==> config.mk <==
export PLATFORM = sky130hd
export DESIGN_NAME = mult_div_unit
export DESIGN_NICKNAME = d
export VERILOG_FILES = /design/src/rtl/mult_div_unit.sv
export SDC_FILE = /design/constraint.sdc
export NUM_CORES = 1
export LEC_CHECK = 0
export CORE_MARGIN = 1.5
export CORE_UTILIZATION = 48
export CTS_CLUSTER_DIAMETER = 50
export CTS_CLUSTER_SIZE = 10
export DETAILED_ROUTE_END_ITERATION = 16
export DONT_BUFFER_PORTS = 1
export PLACE_DENSITY = 0.64
export REMOVE_ABC_BUFFERS = 1
export SLEW_MARGIN = 25
export SYNTH_ARGS = -nofsm -noshare
export SYNTH_HDL_FRONTEND = slang
export SYNTH_SLANG_ARGS = --single-unit
==> constraint.sdc <==
create_clock -name clk -period 14.6 [get_ports clk]
set_clock_uncertainty 0.05 [all_clocks]
set_input_delay 1.46 -clock clk [delete_from_list [all_inputs] [get_ports clk]]
set_output_delay 1.46 -clock clk [all_outputs]
set_load 0.05 [all_outputs]
==> src/rtl/mult_div_unit.sv <==
// Iterative MULT/MULTU/DIV/DIVU unit holding the HI/LO registers.
// Ports: clk, reset (async active-low), Start, MDOp, A, B -> Busy, Done, DivByZero, HI, LO.
module mult_div_unit #(
    parameter int DATA_WIDTH = 32,
    parameter int ITER       = 32
) (
    input  logic                  clk,
    input  logic                  reset,
    input  logic                  Start,
    input  logic [1:0]            MDOp,
    input  logic [DATA_WIDTH-1:0] A,
    input  logic [DATA_WIDTH-1:0] B,
    output logic                  Busy,
    output logic                  Done,
    output logic                  DivByZero,
    output logic [DATA_WIDTH-1:0] HI,
    output logic [DATA_WIDTH-1:0] LO
);

    localparam int W  = DATA_WIDTH;
    localparam int CW = $clog2(ITER);

    typedef enum logic [1:0] {
        IDLE,
        RUN,
        FIN
    } state_t;

    state_t state;
    state_t state_next;

    logic [CW-1:0]  count;
    logic           is_div;
    logic           neg_q;
    logic           neg_r;
    logic           dz;
    logic [W-1:0]   opnd;
    logic [2*W-1:0] acc;
    logic [W-1:0]   hi_q;
    logic [W-1:0]   lo_q;

    logic           load;
    logic           last;
    logic           sgn_op;
    logic           div_op;
    logic           a_neg;
    logic           b_neg;
    logic [W-1:0]   a_mag;
    logic [W-1:0]   b_mag;

    logic [W:0]     mul_sum;
    logic [2*W-1:0] mul_next;
    logic [W:0]     div_sh;
    logic [W:0]     div_diff;
    logic           div_ok;
    logic [2*W-1:0] div_next;
    logic [2*W-1:0] acc_next;
    logic [2*W-1:0] prod_fix;
    logic [W-1:0]   quot_fix;
    logic [W-1:0]   rem_fix;

    // A new request is accepted in IDLE and in FIN (back-to-back).
    assign load   = Start && (state != RUN);
    assign last   = (count == CW'(ITER - 1));
    assign sgn_op = ~MDOp[0];
    assign div_op = MDOp[1];
    assign a_neg  = sgn_op & A[W-1];
    assign b_neg  = sgn_op & B[W-1];
    assign a_mag  = a_neg ? -A : A;
    assign b_mag  = b_neg ? -B : B;

    // Shift-add: low half of acc holds the multiplier, consumed LSB first.
    assign mul_sum  = {1'b0, acc[2*W-1:W]} + (acc[0] ? {1'b0, opnd} : '0);
    assign mul_next = {mul_sum, acc[W-1:1]};

    // Restoring divide: acc = {partial remainder, dividend/quotient bits}.
    assign div_sh   = acc[2*W-1:W-1];
    assign div_diff = div_sh - {1'b0, opnd};
    assign div_ok   = ~div_diff[W];
    assign div_next = {div_ok ? div_diff[W-1:0] : div_sh[W-1:0],
                       acc[W-2:0], div_ok};

    assign acc_next = is_div ? div_next : mul_next;

    // Sign correction applied once, on the final iteration.
    assign prod_fix = neg_q ? -acc_next : acc_next;
    assign quot_fix = neg_q ? -acc_next[W-1:0] : acc_next[W-1:0];
    assign rem_fix  = neg_r ? -acc_next[2*W-1:W] : acc_next[2*W-1:W];

    always_comb begin
        state_next = state;
        unique case (state)
            IDLE:    if (Start) state_next = RUN;
            RUN:     if (last) state_next = FIN;
            FIN:     state_next = Start ? RUN : IDLE;
            default: state_next = IDLE;
        endcase
    end

    always_ff @(posedge clk or negedge reset) begin
        if (!reset) begin
            state <= IDLE;
        end else begin
            state <= state_next;
        end
    end

    always_ff @(posedge clk or negedge reset) begin
        if (!reset) begin
            count  <= '0;
            is_div <= 1'b0;
            neg_q  <= 1'b0;
            neg_r  <= 1'b0;
            dz     <= 1'b0;
            opnd   <= '0;
            acc    <= '0;
            hi_q   <= '0;
            lo_q   <= '0;
        end else if (load) begin
            count  <= '0;
            is_div <= div_op;
            neg_q  <= a_neg ^ b_neg;
            neg_r  <= a_neg;
            dz     <= div_op && (B == '0);
            opnd   <= div_op ? b_mag : a_mag;
            acc    <= {{W{1'b0}}, div_op ? a_mag : b_mag};
        end else if (state == RUN) begin
            count <= count + CW'(1);
            acc   <= acc_next;
            // Divide by zero leaves HI/LO untouched.
            if (last && !dz) begin
                if (is_div) begin
                    hi_q <= rem_fix;
                    lo_q <= quot_fix;
                end else begin
                    hi_q <= prod_fix[2*W-1:W];
                    lo_q <= prod_fix[W-1:0];
                end
            end
        end
    end

    assign Busy      = (state == RUN);
    assign Done      = (state == FIN);
    assign DivByZero = (state == FIN) && dz;
    assign HI        = hi_q;
    assign LO        = lo_q;

endmodule

Word level (Yosys, flattened, before mapping)
Cells that the tools add are included.
- output and inout bits: 67
- input port bits: 69
- flip-flop bits (word level): 171
- logic and storage cells: 60
- $add $sub $neg: 8
- equal/unequal tests: 6
- bitwise logic cells: 6
- reductions and logical operators: 10
- mux-type cells: 20
- operator list (kind ; number):
    $mux W32 ; 10
    $mux W64 ; 4
    $neg A32 Y32 ; 4
    $neg A64 Y64 ; 1
    $add A32 B32 Y33 ; 1
    $sub A33 B32 Y33 ; 1
    $logic_not A32 Y1 ; 1
    $mux W5 ; 2
    $pmux W2 S3 ; 1
    $add A5 B1 Y5 const B ; 1
    $eq A5 B5 Y1 const B ; 1
    $logic_and A1 B1 Y1 ; 4
    $mux W2 ; 2
    $ne A2 B1 Y1 const B ; 2
    $not A1 Y1 ; 3
    $reduce_and A3 Y1 ; 1
    $and A1 B1 Y1 ; 2
    $eq A2 B1 Y1 const B ; 1
    $eq A2 B2 Y1 const B ; 1
    $logic_not A2 Y1 ; 1
    $ne A2 B2 Y1 const B ; 1
    $reduce_and A2 Y1 ; 1
    $reduce_bool A2 Y1 ; 1
    $logic_not A1 Y1 ; 1
    other kinds (2) ; 2

Logic depth before layout (Yosys ltp)
Gate-level depths: netlist of the first run.
- word-level depth: 6
- depth in mapped cells: 23
- gate-level depth less buffers: 23

Worst setup path after synthesis of the first run
OpenSTA, ideal clock, no wires.
- kind: flip-flop to flip-flop
- start: register acc[31]
- end: register hi_q[30], in the netlist HI[30]
- data arrival time: 4809 ps
- cell stages (with the launch flop): 24
- setup slack: 9665 ps
- clock period less this slack: 4935 ps
- buffers on the path: 0
- data required time: 14474 ps
- library setup time: 76 ps
- cell sequence: dfrtp_1 -> inv_1 -> ha_1 -> fa_1 -> nand2b_1 -> a211oi_1 -> o211a_2 -> o31ai_4 -> a21oi_2 -> nor2_2 -> nand2_1 -> a21boi_0 -> ha_1 -> nand2_1 -> or3_1 -> nor3_1 -> nand2_1 -> nor2_1 -> nand2_1 -> a21oi_1 -> a21boi_0 -> a22oi_1 -> xor2_1 -> o21ai_1
- cells in the longest elaborated chain, start to end: 6
- RTL lines (item ; line ; RTL):
    from (decl) ; 38 ; logic [2*W-1:0] acc;
    from (signal assigned) ; 126 ; acc <= {{W{1'b0}}, div_op ? a_mag : b_mag};
    from (signal assigned) ; 129 ; acc <= acc_next;
    $sub A33 B32 Y33 ; 78 ; assign div_diff = div_sh - {1'b0, opnd};
    $mux W32 or $not A1 Y1 (tied branches) ; 80, 79 ;
    $mux W64 (*) ; 83 ; assign acc_next = is_div ? div_next : mul_next;
    $neg A64 Y64 or $neg A32 Y32 (tied branches) ; 86, 88 ;
    $mux W64 or $mux W32 (tied branches) ; 86, 88 ;
    $mux W32 (*) ; 132 ; if (is_div) begin
    to (signal assigned) ; 133 ; hi_q <= rem_fix;
    to (signal assigned) ; 136 ; hi_q <= prod_fix[2*W-1:W];
    to (decl) ; 39 ; logic [W-1:0] hi_q;
Every way passes the cells marked *; elsewhere a longest branch is shown, timed or not.
A chain may end at the register's enable or synchronous reset.

Worst setup path in the final report of the first run
- start: register acc[56]
- end: register hi_q[22], in the netlist HI[22]
- cells in the longest elaborated chain, start to end: 6
- RTL lines (item ; line):
    $sub A33 B32 Y33 (*) ; 78
    $mux W32 or $not A1 Y1 (tied branches) ; 80, 79
    $mux W64 (*) ; 83
    $neg A64 Y64 or $neg A32 Y32 (tied branches) ; 86, 88
    $mux W64 or $mux W32 (tied branches) ; 86, 88
    $mux W32 (*) ; 132
Marks and branches as above.

==> qor.yml, run 1 <==
outcome:
  status: "finished clean"
timing:
  hold_violations: 0
  setup-tns-final_ns: 0
  rsz0062_at_grt: "false"
  fmax_ghz: 0.165
  fin_hold_ws_ns: 0.448
  fin_crit_sh: 0.416
  setup_viol: 0
  fin_crit_ns: 6.07
  max_slew_margin: 0.256
  tightest_slew_ns: 1.11
  report.final.slew_viol_count: 0
floorplan:
  start_util: 0.490
  rows: 65
  die_h_um: 183
  die_area_um2: 33500
  core_um2: 31700
  die_w_um: 183
  ios: 136
synthesis:
  yosys_most_used_dff: "dfrtp_1"
  synth_area_leader_cell: "dfrtp_1"
  synth_edf_count: 0
  ys_warn_count: 0
  async_flop_share: 1.00
  synth_top_area_frac: 0.275
  synth_area_per_cell_um2: 7.53
  synth_cell_type_count: 85
  synthCells: 2064
  ys_seq_area_frac: 0.275
  ys_ff_latch: 171
  syn_area_um2: 15500
  synthTopCellsByArea: "dfrtp_1, o21ai_0, nand2_1, xnor2_1, ha_1"
route:
  drt_first_pass_iters: 8
  drc: 0
  wire_per_inst_um: 22.7
  dr_total_vias: 15300
  drt_iter0_drc: 1484
  ant_nets: 0
  wl_um: 54400
  via_per_inst: 6.37
cells_and_area:
  fin_cells: 2398
  diodes: 0
  stdcell_area_um2: 16300
  area_growth_syn_to_layout_pct: 4.90
  drive_above_1_share: 0.0481
  fin_nets: 2124
critical_path:
  r2r_end: "HI[22]"
  r2r_cells: 21
  crit_fanout: 12
  cp.arrival_ns: 6.39
  cp_data_required_time_ns: 14.93
  r2r-start: "acc[56]"
  critPathLaunch: "acc[56]"
  cp-start-kind: "flop"
  timing_worst_setup_path_type: "reg2reg"
  cp-end-kind: "flop"
  rrSetupSlack_ns: 8.53
clocking:
  clk_latency_ns: 0.47
  cts_setup_buffers: 0
  cts-htree-levels: 4
  ctsResizeCount: 0
  clockBufferDepth: 2
  cts_tree: "done"
  cts-root-buf: "clkbuf_16"
  cts_sinks: 171
  cts_made_buffers: 17
  path_clk_slew_ns: 0.07
  hold_buffers: 0
worst_hold_path:
  hold_start: "count[3]"
  holdCritPathClass: "reg2reg"
  whs_path_depth: 1
  min_to: "count[3]"
global_route:
  grt-ovfl-total: 0
  grt_max_degree: 172
  grt_pass1_wl_um: 84600
  groute.usage.overall: 0.329
  grt_pass1_vias: 14400
  antenna_found_initial: 1
placed_design:
  gp_congestion: 0.968
  dpl-instance-area_um2: 15700
  portBuffers: 0
  dp_hpwl_um: 40600
  placed_cells: 2366
job:
  max_cap_violations: 0
worst max path at each step:
stage             end  slack, ns
2_1_floorplan  HI[30]       7.64
3_3_place_gp   HI[19]       8.84
3_5_place_dp   HI[30]       8.65
4_1_cts        HI[22]       8.64
5_1_grt        HI[22]       8.04
6_report       HI[22]       8.53
critical path, cell delays in order, from the launching register on:
cell	delay, ns
dfrtp_1	0.42
ha_1	0.44
a21oi_1	0.29
o21ai_0	0.15
a211o_1	0.28
a221o_1	0.52
nor3_2	0.29
nor2_2	0.06
nand2_1	0.16
a21boi_0	0.33
ha_1	0.25
nand2_1	0.08
or3_1	0.42
nor3_1	0.25
nand2_1	0.21
nor2_1	0.48
nand2_1	0.11
a21oi_1	0.31
a21boi_0	0.39
a22oi_1	0.14
xnor2_1	0.15
o21ai_0	0.18
placed cells by master, fill, tap and decap left out, drive strengths merged, types with 6 or more instances in the layout:
cell     netlist  final
a211oi        53     53
a21boi         8      8
a21o          17     17
a21oi        161    161
a31oi         31     31
and2          49     49
and3          13     13
buf           26     22
clkbuf        96     21
dfrtp        171    171
ha            70     70
inv           61     65
mux2           9      9
mux2i         37     37
nand2        288    288
nand2b        23     23
nand3         46     46
nand4         22     22
nor2         172    172
nor2b         25     25
nor3          44     44
nor3b          6      6
nor4          18     18
o2111ai        7      7
o211ai        37     37
o21a          14     14
o21ai        244    244
o22ai          6      6
o311ai         6      6
o31a           6      6
o31ai         23     23
o41ai          9      9
or2            7      7
or3           16     16
or4            6      6
xnor2        107    107
xor2          54     54
kinds of logic after synthesis:
family	Yosys count	synth area share
fa+ha+maj	72	0.0589
simple gates	752	0.228
xor+xnor	161	0.0907
flops	171	0.275
compound gates	679	0.271
mux	46	0.0304
buf+inv	183	0.0454
synth_stat cells, drive strengths merged (49+ instances only):
cell type and number:
a21oi 161, clkbuf 96, dfrtp 171, nor2 172
xor2 54, xnor2 107, nand2 288, o21ai 244
inv 61, and2 49, a211oi 53, ha 70
final cells by class:
cell class / instances / area [µm²]
timing repair buffer: 22 / 165
fill: 3050 / 15400
multi-input combinational: 1710 / 10600
sequential: 171 / 4280
tap: 402 / 503
inverter: 61 / 229
clock inverter: 11 / 87.6
clock buffer: 21 / 460
through the flow:
stage          setup WS [ns]   util
5_1_grt                 8.04  0.514
3_3_place_gp            8.84  0.497
4_1_cts                 8.64  0.514
3_5_place_dp            8.65  0.497
6_report                8.53  0.514
2_1_floorplan           7.64      -
layer usage:
layer / vias up / track usage / wire [µm]
li1: 7262 / - / -
met1: 7248 / 0.449 / 23600
met2: 662 / 0.518 / 24400
met3: 96 / 0.0606 / 4590
met4: 2 / 0.122 / 1800
met5: - / 0 / 13
registers in the layout (all words and copies together) (netlist names):
signal	flops
state	2
HI	32
dz	1
count	5
is_div	1
neg_r	1
acc	64
LO	32
opnd	32
neg_q	1
Power of run 1 is left out: the tool's default activity adds up to more than one toggle a clock period on the data nets, which glitch-free logic cannot reach.
==> run 2: changes to the inputs <==
PLACE_DENSITY = 0.66   (was 0.64)
clock period = 5.4 ns   (was 14.6 ns; I/O delays follow)
==> qor.yml, run 2 (synthesized netlist as in run 1, its figures left out) <==
global_route:
  grt_pass1_wl_um: 87600
  antenna_found_initial: 0
  groute.usage.overall: 0.341
  grt-ovfl-total: 0
  grt_max_degree: 172
  grt_pass1_vias: 15000
critical_path:
  r2r_end: "HI[31]"
  cp-end-kind: "flop"
  rrSetupSlack_ns: 0.29
  timing_worst_setup_path_type: "reg2reg"
  r2r_cells: 17
  cp_data_required_time_ns: 5.68
  cp-start-kind: "flop"
  cp.arrival_ns: 5.39
  r2r-start: "acc[52]"
  crit_fanout: 11
cells_and_area:
  fin_nets: 2201
  drive_above_1_share: 0.0844
  area_growth_syn_to_layout_pct: 9.02
  fin_util: 0.534
  final_common_cell: "nand2_1"
  stdcell_area_um2: 16900
  largest_reg_flops: 64
  final_cell_mix: "nand2_1, o21ai_0, nor2_1"
  diodes: 0
  largest_register: "acc"
route:
  drt_first_pass_iters: 6
  via_per_inst: 6.37
  drt_iter0_drc: 1550
  wl_um: 56900
  wire_per_inst_um: 23.0
  ant_nets: 0
  dr_total_vias: 15800
  drc: 0
outcome:
  status: "finished clean"
placed_design:
  gp_congestion: 0.983
  dpl-instance-area_um2: 16300
  dp_hpwl_um: 43500
  portBuffers: 0
  post-place-ws_ns: 0.260
timing:
  fmax_ghz: 0.196
  setup_ws_ns: 0.287
  fin_hold_ws_ns: 0.118
  max_slew_margin: 0.300
  tightest_slew_ns: 1.04
  report.final.slew_viol_count: 0
  rsz0062_at_grt: "false"
  hold_violations: 0
  fin_crit_sh: 0.947
  setup_viol: 0
  fin_crit_ns: 5.11
clocking:
  clk_latency_ns: 0.47
  cts-htree-levels: 4
  cts_made_buffers: 17
  cts_tree: "done"
  cts_sinks: 171
  path_clk_slew_ns: 0.07
  clockBufferDepth: 2
  cts_setup_buffers: 0
  cts-root-buf: "clkbuf_16"
floorplan:
  ios: 136
  core_um2: 31700
  die_area_um2: 33500
  die_w_um: 183
  rows: 65
  start_util: 0.490
  die_h_um: 183
worst_hold_path:
  min_to: "neg_q"
  holdCritPathClass: "in2reg"
  hold_start: "MDOp[0]"
  whs_path_depth: 1
job:
  max_cap_violations: 0
## run 2: cell types whose count changed in the layout (fill, tap and decap cells not counted), moves of 2 or more
cell and change:
clkbuf_8 -2, buf_4 +74, clkinvlp_4 +2, clkbuf_1 -2, inv_8 +2, buf_16 +2
a21boi_0 -2
## run 2: timing repair
action	in CTS	in global routing
endpoints found under the hold margin	171	60
gates resized for setup	0	4
hold buffers	1	1
endpoints found under the setup margin	0	5
## run 2: worst max path at each step
| stage | startpoint | end |
|---|---|---|
| floorplan | is_div | HI[30] |
| global placement | opnd[0] | HI[30] |
| detailed placement | opnd[0] | HI[22] |
| CTS | opnd[0] | HI[30] |
| global route | acc[52] | HI[18] |
| finish | acc[52] | HI[31] |
## run 2: layer usage
metal  share of wire  track usage  vias to the layer above  routed length, µm
met5               0            0                        -                  0
met4           0.034        0.124                        0               1930
met3           0.079       0.0612                       97               4520
met2            0.45        0.543                      695              25600
met1            0.44        0.462                     7535              24900
li1                -            -                     7427                  -
## run 2: cell type report
| cell class | count | area, µm² |
|---|---|---|
| repair buffers | 99 | 786 |
| flip-flops and latches | 171 | 4280 |
| multi-input cells | 1710 | 10600 |
| inverters | 61 | 230 |
| well taps | 402 | 503 |
| fillers | 3045 | 14800 |
| clock inverters | 15 | 136 |
| clock buffers | 17 | 425 |
## run 2: worst max-delay path, stage by stage (launching register included)
cell     delay [ns]
dfrtp_1        0.43
ha_1           0.37
a21oi_1        0.24
o21ai_1        0.14
a211o_1        0.31
a221o_1        0.37
buf_4          0.22
o21ai_4        0.45
buf_4          0.27
nand3_1        0.09
a31oi_1        0.79
nor4_1         0.13
buf_4          0.20
and3_1         0.20
and3b_1        0.20
a41oi_1        0.24
xor2_1         0.19
o21ai_1        0.07
## run 2: metrics by stage
stage	std cells	TNS, ns
floorplan	1942	-48.31
global placement	2440	0
detailed placement	2440	0
CTS	2473	0
global route	2475	0
finish	2475	0
Power of run 2 is left out for the same reason.
